===== config.mk =====
export PLATFORM = sky130hd
export DESIGN_NAME = operand_collector
export DESIGN_NICKNAME = d
export VERILOG_FILES = /design/src/rtl/flux_gpu_pkg.sv /design/src/rtl/operand_collector_bypass.sv /design/src/rtl/operand_collector.sv
export SDC_FILE = /design/constraint.sdc
export NUM_CORES = 1
export LEC_CHECK = 0
export ABC_CLOCK_PERIOD_IN_PS = 27700
export CAP_MARGIN = 20
export CORE_AREA = 2 2 336 338
export CTS_CLUSTER_SIZE = 10
export DETAILED_ROUTE_END_ITERATION = 8
export DIE_AREA = 0 0 338 340
export SKIP_LAST_GASP = 1
export SYNTH_ARGS = -nofsm -noshare
export SYNTH_HDL_FRONTEND = slang
export SYNTH_SLANG_ARGS = --single-unit

===== constraint.sdc =====
create_clock -name clk -period 27.7 [get_ports clk]
set_input_delay 4.155 -clock clk [delete_from_list [all_inputs] [get_ports clk]]
set_output_delay 4.155 -clock clk [all_outputs]
set_load 0.02 [all_outputs]

===== src/rtl/flux_gpu_pkg.sv =====
// Shared types and constants for the shader-core operand collector.
package flux_gpu_pkg;

    localparam int REG_ADDR_W       = 5;
    localparam int NUM_THREADS_DEF  = 32;
    localparam int DATA_WIDTH_DEF   = 128;

    // Thread-id width for a given thread count.
    function automatic int tid_width(input int num_threads);
        return $clog2(num_threads);
    endfunction

    localparam int TID_W = tid_width(NUM_THREADS_DEF);

    typedef enum logic [1:0] {
        IDLE  = 2'd0,
        READ1 = 2'd1,
        READ2 = 2'd2,
        OUT   = 2'd3
    } collector_state_e;

endpackage


===== src/rtl/operand_collector_bypass.sv =====
// Per-port operand select: zero register, same-cycle writeback, or register file data.
module operand_bypass
    import flux_gpu_pkg::*;
#(
    parameter int TID_W      = 5,
    parameter int DATA_WIDTH = 128
) (
    input  logic [TID_W-1:0]      rd_thread_id,
    input  logic [REG_ADDR_W-1:0] rd_addr,
    input  logic [DATA_WIDTH-1:0] rf_data,
    input  logic                  wb_valid,
    input  logic [TID_W-1:0]      wb_thread_id,
    input  logic [REG_ADDR_W-1:0] wb_addr,
    input  logic [DATA_WIDTH-1:0] wb_data,
    output logic [DATA_WIDTH-1:0] rd_data
);

    // Register 0 reads as zero; a matching writeback lands this edge, so forward it.
    always_comb begin
        rd_data = {DATA_WIDTH{1'b0}};
        if (rd_addr == {REG_ADDR_W{1'b0}}) begin
            rd_data = {DATA_WIDTH{1'b0}};
        end else if (wb_valid && (wb_thread_id == rd_thread_id) && (wb_addr == rd_addr)) begin
            rd_data = wb_data;
        end else begin
            rd_data = rf_data;
        end
    end

endmodule


===== src/rtl/operand_collector.sv =====
// Operand collector: fetches up to three source operands over two register file
// read ports and hands the bundle to the execution stage.
module operand_collector
    import flux_gpu_pkg::*;
#(
    parameter int NUM_THREADS = 32,
    parameter int NUM_REGS    = 32,
    parameter int DATA_WIDTH  = 128,
    parameter int OPC_W       = 8,
    localparam int TID_W      = tid_width(NUM_THREADS)
) (
    input  logic                  clk,
    input  logic                  rst,
    input  logic                  issue_valid,
    output logic                  issue_ready,
    input  logic [TID_W-1:0]      issue_thread_id,
    input  logic [REG_ADDR_W-1:0] issue_src_a,
    input  logic [REG_ADDR_W-1:0] issue_src_b,
    input  logic [REG_ADDR_W-1:0] issue_src_c,
    input  logic [1:0]            issue_num_srcs,
    input  logic [REG_ADDR_W-1:0] issue_dst,
    input  logic [OPC_W-1:0]      issue_opcode,
    output logic [TID_W-1:0]      rf_rd_thread_id_a,
    output logic [TID_W-1:0]      rf_rd_thread_id_b,
    output logic [REG_ADDR_W-1:0] rf_rd_addr_a,
    output logic [REG_ADDR_W-1:0] rf_rd_addr_b,
    input  logic [DATA_WIDTH-1:0] rf_rd_data_a,
    input  logic [DATA_WIDTH-1:0] rf_rd_data_b,
    input  logic                  wb_valid,
    input  logic [TID_W-1:0]      wb_thread_id,
    input  logic [REG_ADDR_W-1:0] wb_addr,
    input  logic [DATA_WIDTH-1:0] wb_data,
    output logic                  op_valid,
    input  logic                  op_ready,
    output logic [TID_W-1:0]      op_thread_id,
    output logic [REG_ADDR_W-1:0] op_dst,
    output logic [OPC_W-1:0]      op_opcode,
    output logic [DATA_WIDTH-1:0] op_a,
    output logic [DATA_WIDTH-1:0] op_b,
    output logic [DATA_WIDTH-1:0] op_c
);

    // The register address width is fixed; a mismatched register count is a build error.
    if (NUM_REGS != (1 << REG_ADDR_W)) begin : g_bad_num_regs
        $error("operand_collector: NUM_REGS must equal 2**REG_ADDR_W");
    end

    collector_state_e        state_r, next_state_s;
    logic                    issue_ready_s, accept_s;
    logic [TID_W-1:0]        tid_r;
    logic [REG_ADDR_W-1:0]   src_c_r, dst_r;
    logic [1:0]              num_srcs_r;
    logic [OPC_W-1:0]        opcode_r;
    logic [TID_W-1:0]        rd_tid_nxt_s, rd_tid_r;
    logic [REG_ADDR_W-1:0]   rd_addr_a_nxt_s, rd_addr_b_nxt_s, rd_addr_a_r, rd_addr_b_r;
    logic [DATA_WIDTH-1:0]   byp_a_s, byp_b_s;
    logic                    op_valid_r;
    logic [TID_W-1:0]        op_thread_id_r;
    logic [REG_ADDR_W-1:0]   op_dst_r;
    logic [OPC_W-1:0]        op_opcode_r;
    logic [DATA_WIDTH-1:0]   op_a_r, op_b_r, op_c_r;

    // Accept handshake; issue_ready may follow op_ready combinationally.
    always_comb begin
        issue_ready_s = 1'b0;
        if (rst) begin
            issue_ready_s = 1'b0;
        end else begin
            issue_ready_s = (state_r == IDLE) || ((state_r == OUT) && op_ready);
        end
        accept_s = issue_valid && issue_ready_s;
    end

    // Next-state decode for the collection sequence.
    always_comb begin
        next_state_s = state_r;
        case (state_r)
            IDLE:  next_state_s = accept_s ? READ1 : IDLE;
            READ1: next_state_s = (num_srcs_r == 2'd3) ? READ2 : OUT;
            READ2: next_state_s = OUT;
            OUT: begin
                if (op_ready) begin
                    next_state_s = accept_s ? READ1 : IDLE;
                end else begin
                    next_state_s = OUT;
                end
            end
            default: next_state_s = IDLE;
        endcase
    end

    // Read-port request for the coming state; unused sources read register 0.
    always_comb begin
        rd_tid_nxt_s    = {TID_W{1'b0}};
        rd_addr_a_nxt_s = {REG_ADDR_W{1'b0}};
        rd_addr_b_nxt_s = {REG_ADDR_W{1'b0}};
        case (next_state_s)
            READ1: begin
                rd_tid_nxt_s    = issue_thread_id;
                rd_addr_a_nxt_s = (issue_num_srcs >= 2'd1) ? issue_src_a : {REG_ADDR_W{1'b0}};
                rd_addr_b_nxt_s = (issue_num_srcs >= 2'd2) ? issue_src_b : {REG_ADDR_W{1'b0}};
            end
            READ2: begin
                rd_tid_nxt_s    = tid_r;
                rd_addr_a_nxt_s = src_c_r;
            end
            default: begin
                rd_tid_nxt_s    = {TID_W{1'b0}};
            end
        endcase
    end

    operand_bypass #(.TID_W(TID_W), .DATA_WIDTH(DATA_WIDTH)) u_bypass_a (
        .rd_thread_id (rd_tid_r),
        .rd_addr      (rd_addr_a_r),
        .rf_data      (rf_rd_data_a),
        .wb_valid     (wb_valid),
        .wb_thread_id (wb_thread_id),
        .wb_addr      (wb_addr),
        .wb_data      (wb_data),
        .rd_data      (byp_a_s)
    );

    operand_bypass #(.TID_W(TID_W), .DATA_WIDTH(DATA_WIDTH)) u_bypass_b (
        .rd_thread_id (rd_tid_r),
        .rd_addr      (rd_addr_b_r),
        .rf_data      (rf_rd_data_b),
        .wb_valid     (wb_valid),
        .wb_thread_id (wb_thread_id),
        .wb_addr      (wb_addr),
        .wb_data      (wb_data),
        .rd_data      (byp_b_s)
    );

    // State register and registered read-port requests.
    always_ff @(posedge clk or posedge rst) begin
        if (rst) begin
            state_r     <= IDLE;
            rd_tid_r    <= {TID_W{1'b0}};
            rd_addr_a_r <= {REG_ADDR_W{1'b0}};
            rd_addr_b_r <= {REG_ADDR_W{1'b0}};
        end else begin
            state_r     <= next_state_s;
            rd_tid_r    <= rd_tid_nxt_s;
            rd_addr_a_r <= rd_addr_a_nxt_s;
            rd_addr_b_r <= rd_addr_b_nxt_s;
        end
    end

    // Capture the instruction fields still needed after the accept edge.
    always_ff @(posedge clk or posedge rst) begin
        if (rst) begin
            tid_r      <= {TID_W{1'b0}};
            src_c_r    <= {REG_ADDR_W{1'b0}};
            num_srcs_r <= 2'd0;
            dst_r      <= {REG_ADDR_W{1'b0}};
            opcode_r   <= {OPC_W{1'b0}};
        end else if (accept_s) begin
            tid_r      <= issue_thread_id;
            src_c_r    <= (issue_num_srcs == 2'd3) ? issue_src_c : {REG_ADDR_W{1'b0}};
            num_srcs_r <= issue_num_srcs;
            dst_r      <= issue_dst;
            opcode_r   <= issue_opcode;
        end
    end

    // Operand bundle registers; only the read states write them, so OUT holds stable.
    always_ff @(posedge clk or posedge rst) begin
        if (rst) begin
            op_valid_r     <= 1'b0;
            op_thread_id_r <= {TID_W{1'b0}};
            op_dst_r       <= {REG_ADDR_W{1'b0}};
            op_opcode_r    <= {OPC_W{1'b0}};
            op_a_r         <= {DATA_WIDTH{1'b0}};
            op_b_r         <= {DATA_WIDTH{1'b0}};
            op_c_r         <= {DATA_WIDTH{1'b0}};
        end else begin
            op_valid_r <= (next_state_s == OUT);
            case (state_r)
                READ1: begin
                    op_a_r         <= byp_a_s;
                    op_b_r         <= byp_b_s;
                    op_c_r         <= {DATA_WIDTH{1'b0}};
                    op_thread_id_r <= tid_r;
                    op_dst_r       <= dst_r;
                    op_opcode_r    <= opcode_r;
                end
                READ2: begin
                    op_c_r <= byp_a_s;
                end
                default: begin
                    op_c_r <= op_c_r;
                end
            endcase
        end
    end

    assign issue_ready       = issue_ready_s;
    assign rf_rd_thread_id_a = rd_tid_r;
    assign rf_rd_thread_id_b = rd_tid_r;
    assign rf_rd_addr_a      = rd_addr_a_r;
    assign rf_rd_addr_b      = rd_addr_b_r;
    assign op_valid          = op_valid_r;
    assign op_thread_id      = op_thread_id_r;
    assign op_dst            = op_dst_r;
    assign op_opcode         = op_opcode_r;
    assign op_a              = op_a_r;
    assign op_b              = op_b_r;
    assign op_c              = op_c_r;

endmodule

==> run_results.csv <==
group,metric,value,unit
status,status,"completed",
clock_network,post_cts_buffers,0,
pwr,pwr-share-comb,0.446,
timing,min_period_over_period,0.350,
yosys,synth.distinct_cells,28,
place,io_buffers,857,
clock_network,cts_sinks,445,
place,dp_slack,18.01,ns
clock_network,clkTransAtPathRegs,0.06,ns
yosys,synth_edf_count,0,
finish,final_common_cell,"clkdlybuf4s50_1",
pwr,switching_share,0.396,
yosys,mappedNetlistNets,2216,
timing,setup_viol,0,
yosys,ys_seq_area_frac,0.577,
pwr,power.share.clock,0.228,
worst_setup_path,worstPathCellList,"clkdlybuf4s50_1, a21oi_1, nor2_1, clkdlybuf4s50_1",
finish,layout-drive-gt1-share,0.0460,
detailed_routing,drc_errors,0,
timing,hold_viol_final,0,
finish,nets,3024,
die,start_util,0.173,
clock_network,ctsHoldBuffers,0,
worst_setup_path,critical_path.max_fanout,3,
run,maxCapViolCount,0,
timing,period_minus_slack,9.70,ns
pwr,seqPwrFrac,0.326,
worst_setup_path,crit_required,23.55,ns
grt,grt_pass1_wl,118000,µm
yosys,ys.warnings.count,0,
timing,max_freq,103,MHz
pwr,powerDensity,97.0,nW/µm²
timing,fin_ws,18.00,ns
worst_setup_path,slowest_stage,"clkdlybuf4s50_1",
pwr,peakVddDrop,61.5,µV
grt,overflow,0,
die,core,112000,µm²
finish,area_growth,60.7,%
worst_setup_path,max_stage_delay,0.63,ns
die,dieArea,115000,µm²
detailed_routing,postRouteAntennaNets,0,
yosys,synthFlopType,"dfrtp_1",
clock_network,tritoncts,"done",
finish,final_util,0.278,
place,place_area,29300,µm²
timing,slew_headroom,0.237,
die,rows,123,
yosys,synth_seq_cells,445,
grt,grt_antenna_before_repair,13,
detailed_routing,viasPerCell,4.04,
grt,grt_max_degree,149,
detailed_routing,drtIter0Drc,554,
yosys,yosysTopAreaCellShare,0.577,
die,ios,858,
pwr,p_sw,1.19,mW
clock_network,htreeDepth,2,
worst_setup_path,ff2ff_path_depth,7,
worst_hold_path,min_from,"dst_r[0]$_DFFE_PP0P_",
place,place.gp.congestion,0.832,
worst_setup_path,cpMostUsedCell,"clkdlybuf4s50_1",
finish,most-common-layout-cells,"clkdlybuf4s50_1, dfrtp_1, inv_1",
clock_network,cts_root_buffer,"clkbuf_16",
yosys,yosysTopAreaCell,"dfrtp_1",
worst_hold_path,min_to,"dst_r[0]$_DFFE_PP0P_",
pwr,leakage,12.0,nW
clock_network,clock_latency,0.62,ns
pwr,p_int,1.82,mW
worst_setup_path,r2r_start,"rf_rd_thread_id_a[3]$_DFF_PP0_",
grt,grt_pass1_vias,17272,
timing,skew,0.0139,ns
die,die_h,340,µm
detailed_routing,firstDrtPassIters,5,
place,dp_hpwl,59800,µm
worst_hold_path,hold_path_depth,2,
timing,drv_slew,0,
place,place_inst,4024,
finish,instances_no_fill,4117,
detailed_routing,via_count,16617,
clock_network,cts.repair.resized,0,
detailed_routing,post_drt_wl_per_cell,19.9,µm
worst_setup_path,critical_path.reg2reg.endpoint,"op_c[42]$_DFFE_PP0P_",
clock_network,cts_buffer_depth,3,
worst_setup_path,cp-start-kind,"input pin",
yosys,syn_avg_cell_area,10.9,µm²
worst_setup_path,worstSetupPathType,"input pin to output port",
finish,final_cell_area,31000,µm²
timing,tightest_slew,1.14,ns
detailed_routing,wirelength,81800,µm
yosys,synthArstFlopShare,1.00,
worst_setup_path,r2r_slack,24.04,ns
worst_setup_path,arrival,5.54,ns
yosys,syn_inst,1774,
die,fp.dieW,338,µm
timing,setup_tns,0,ns
yosys,syn_area,19300,µm²
clock_network,cts_buffers,55,
worst_hold_path,min_path_type,"register to register",
worst_setup_path,endpoint_kind,"output port",
timing,rsz0062_at_grt,"no",
grt,track_usage,0.137,
yosys,synthTopCellsByArea,"dfrtp_1, mux2i_1, o22ai_1",
-- flip-flops by register name (all words and copies together), names as in the netlist, 2 cells and up --
name and flops:
op_dst 5, tid_r 5, state_r 2, src_c_r 5, op_c 128, op_b 128, rf_rd_thread_id_a 5, op_a 128
rf_rd_addr_b 5, opcode_r 8, op_thread_id 5, op_opcode 8, rf_rd_addr_a 5, num_srcs_r 2, dst_r 5
-- worst max path at each step --
stage                        start                   end  cells after the start
after floorplan                rst  dst_r[0]$_DFFE_PP0P_                      1
after global placement    op_ready           issue_ready                      4
after detailed placement  op_ready           issue_ready                      4
after CTS                 op_ready           issue_ready                      4
after global routing      op_ready           issue_ready                      4
final                     op_ready           issue_ready                      4
-- cells by family (layout without fill, tap and decap cells) --
kind of cell             Yosys count  after routing  share of synthesized area
flip-flops                       445            445                      0.577
adder cells (fa/ha/maj)            8              8                    0.00519
AND/OR/NAND/NOR                  106            106                     0.0229
AO/OA/AOI/OAI                    407            407                      0.132
multiplexers                     274            274                      0.143
XOR/XNOR                          15             15                    0.00681
other                              0              6                          0
buffers and inverters            519           1356                      0.113
-- power groups by stage --
stage	Clock [mW]	Sequential, mW	Combinational (mW)
final	0.687	0.981	1.34
after global routing	0.736	1.01	1.43
after CTS	0.711	0.982	1.35
after detailed placement	0	0.989	1.35
after global placement	0	0.983	1.34
after floorplan	0	1.21	0.436
-- critical path: cells and delay by family --
family	cells	cell delay, ns
buffers and inverters	2	1.14
AO/OA/AOI/OAI	1	0.09
AND/OR/NAND/NOR	1	0.16
-- area by class of cell --
class,instances,area [µm²]
inverters,390,1470
multi-input cells,810,6060
repair buffers,880,8800
clock inverters,8,111
fillers,11714,80600
well taps,1500,1880
clock buffers,78,1550
diodes,6,15.0
flip-flops and latches,445,11100
-- synthesized netlist by cell type (all sizes together), types with 2 or more instances --
cell type,count
nor4,2
dfrtp,445
and3,5
mux2i,256
nand2,73
a22oi,10
clkbuf,79
nand3,8
o21ai,7
ha,8
nor2,14
buf,50
o22ai,384
inv,390
a21oi,4
mux2,18
xnor2,15
-- per-stage QoR --
step	total power [mW]	hold WS, ns
floorplan	1.64	0.440
detailed placement	2.34	0.456
global route	3.18	0.488
global placement	2.32	0.455
finish	3.01	0.472
CTS	3.05	0.475
-- layer usage --
metal	wire (µm)	GRT usage	part of all wire
met5	28	0	0.00034
met4	2900	0.0549	0.035
met3	6960	0.0453	0.085
met2	39600	0.228	0.48
met1	32300	0.162	0.40
Power figures use the tool's default switching activity.
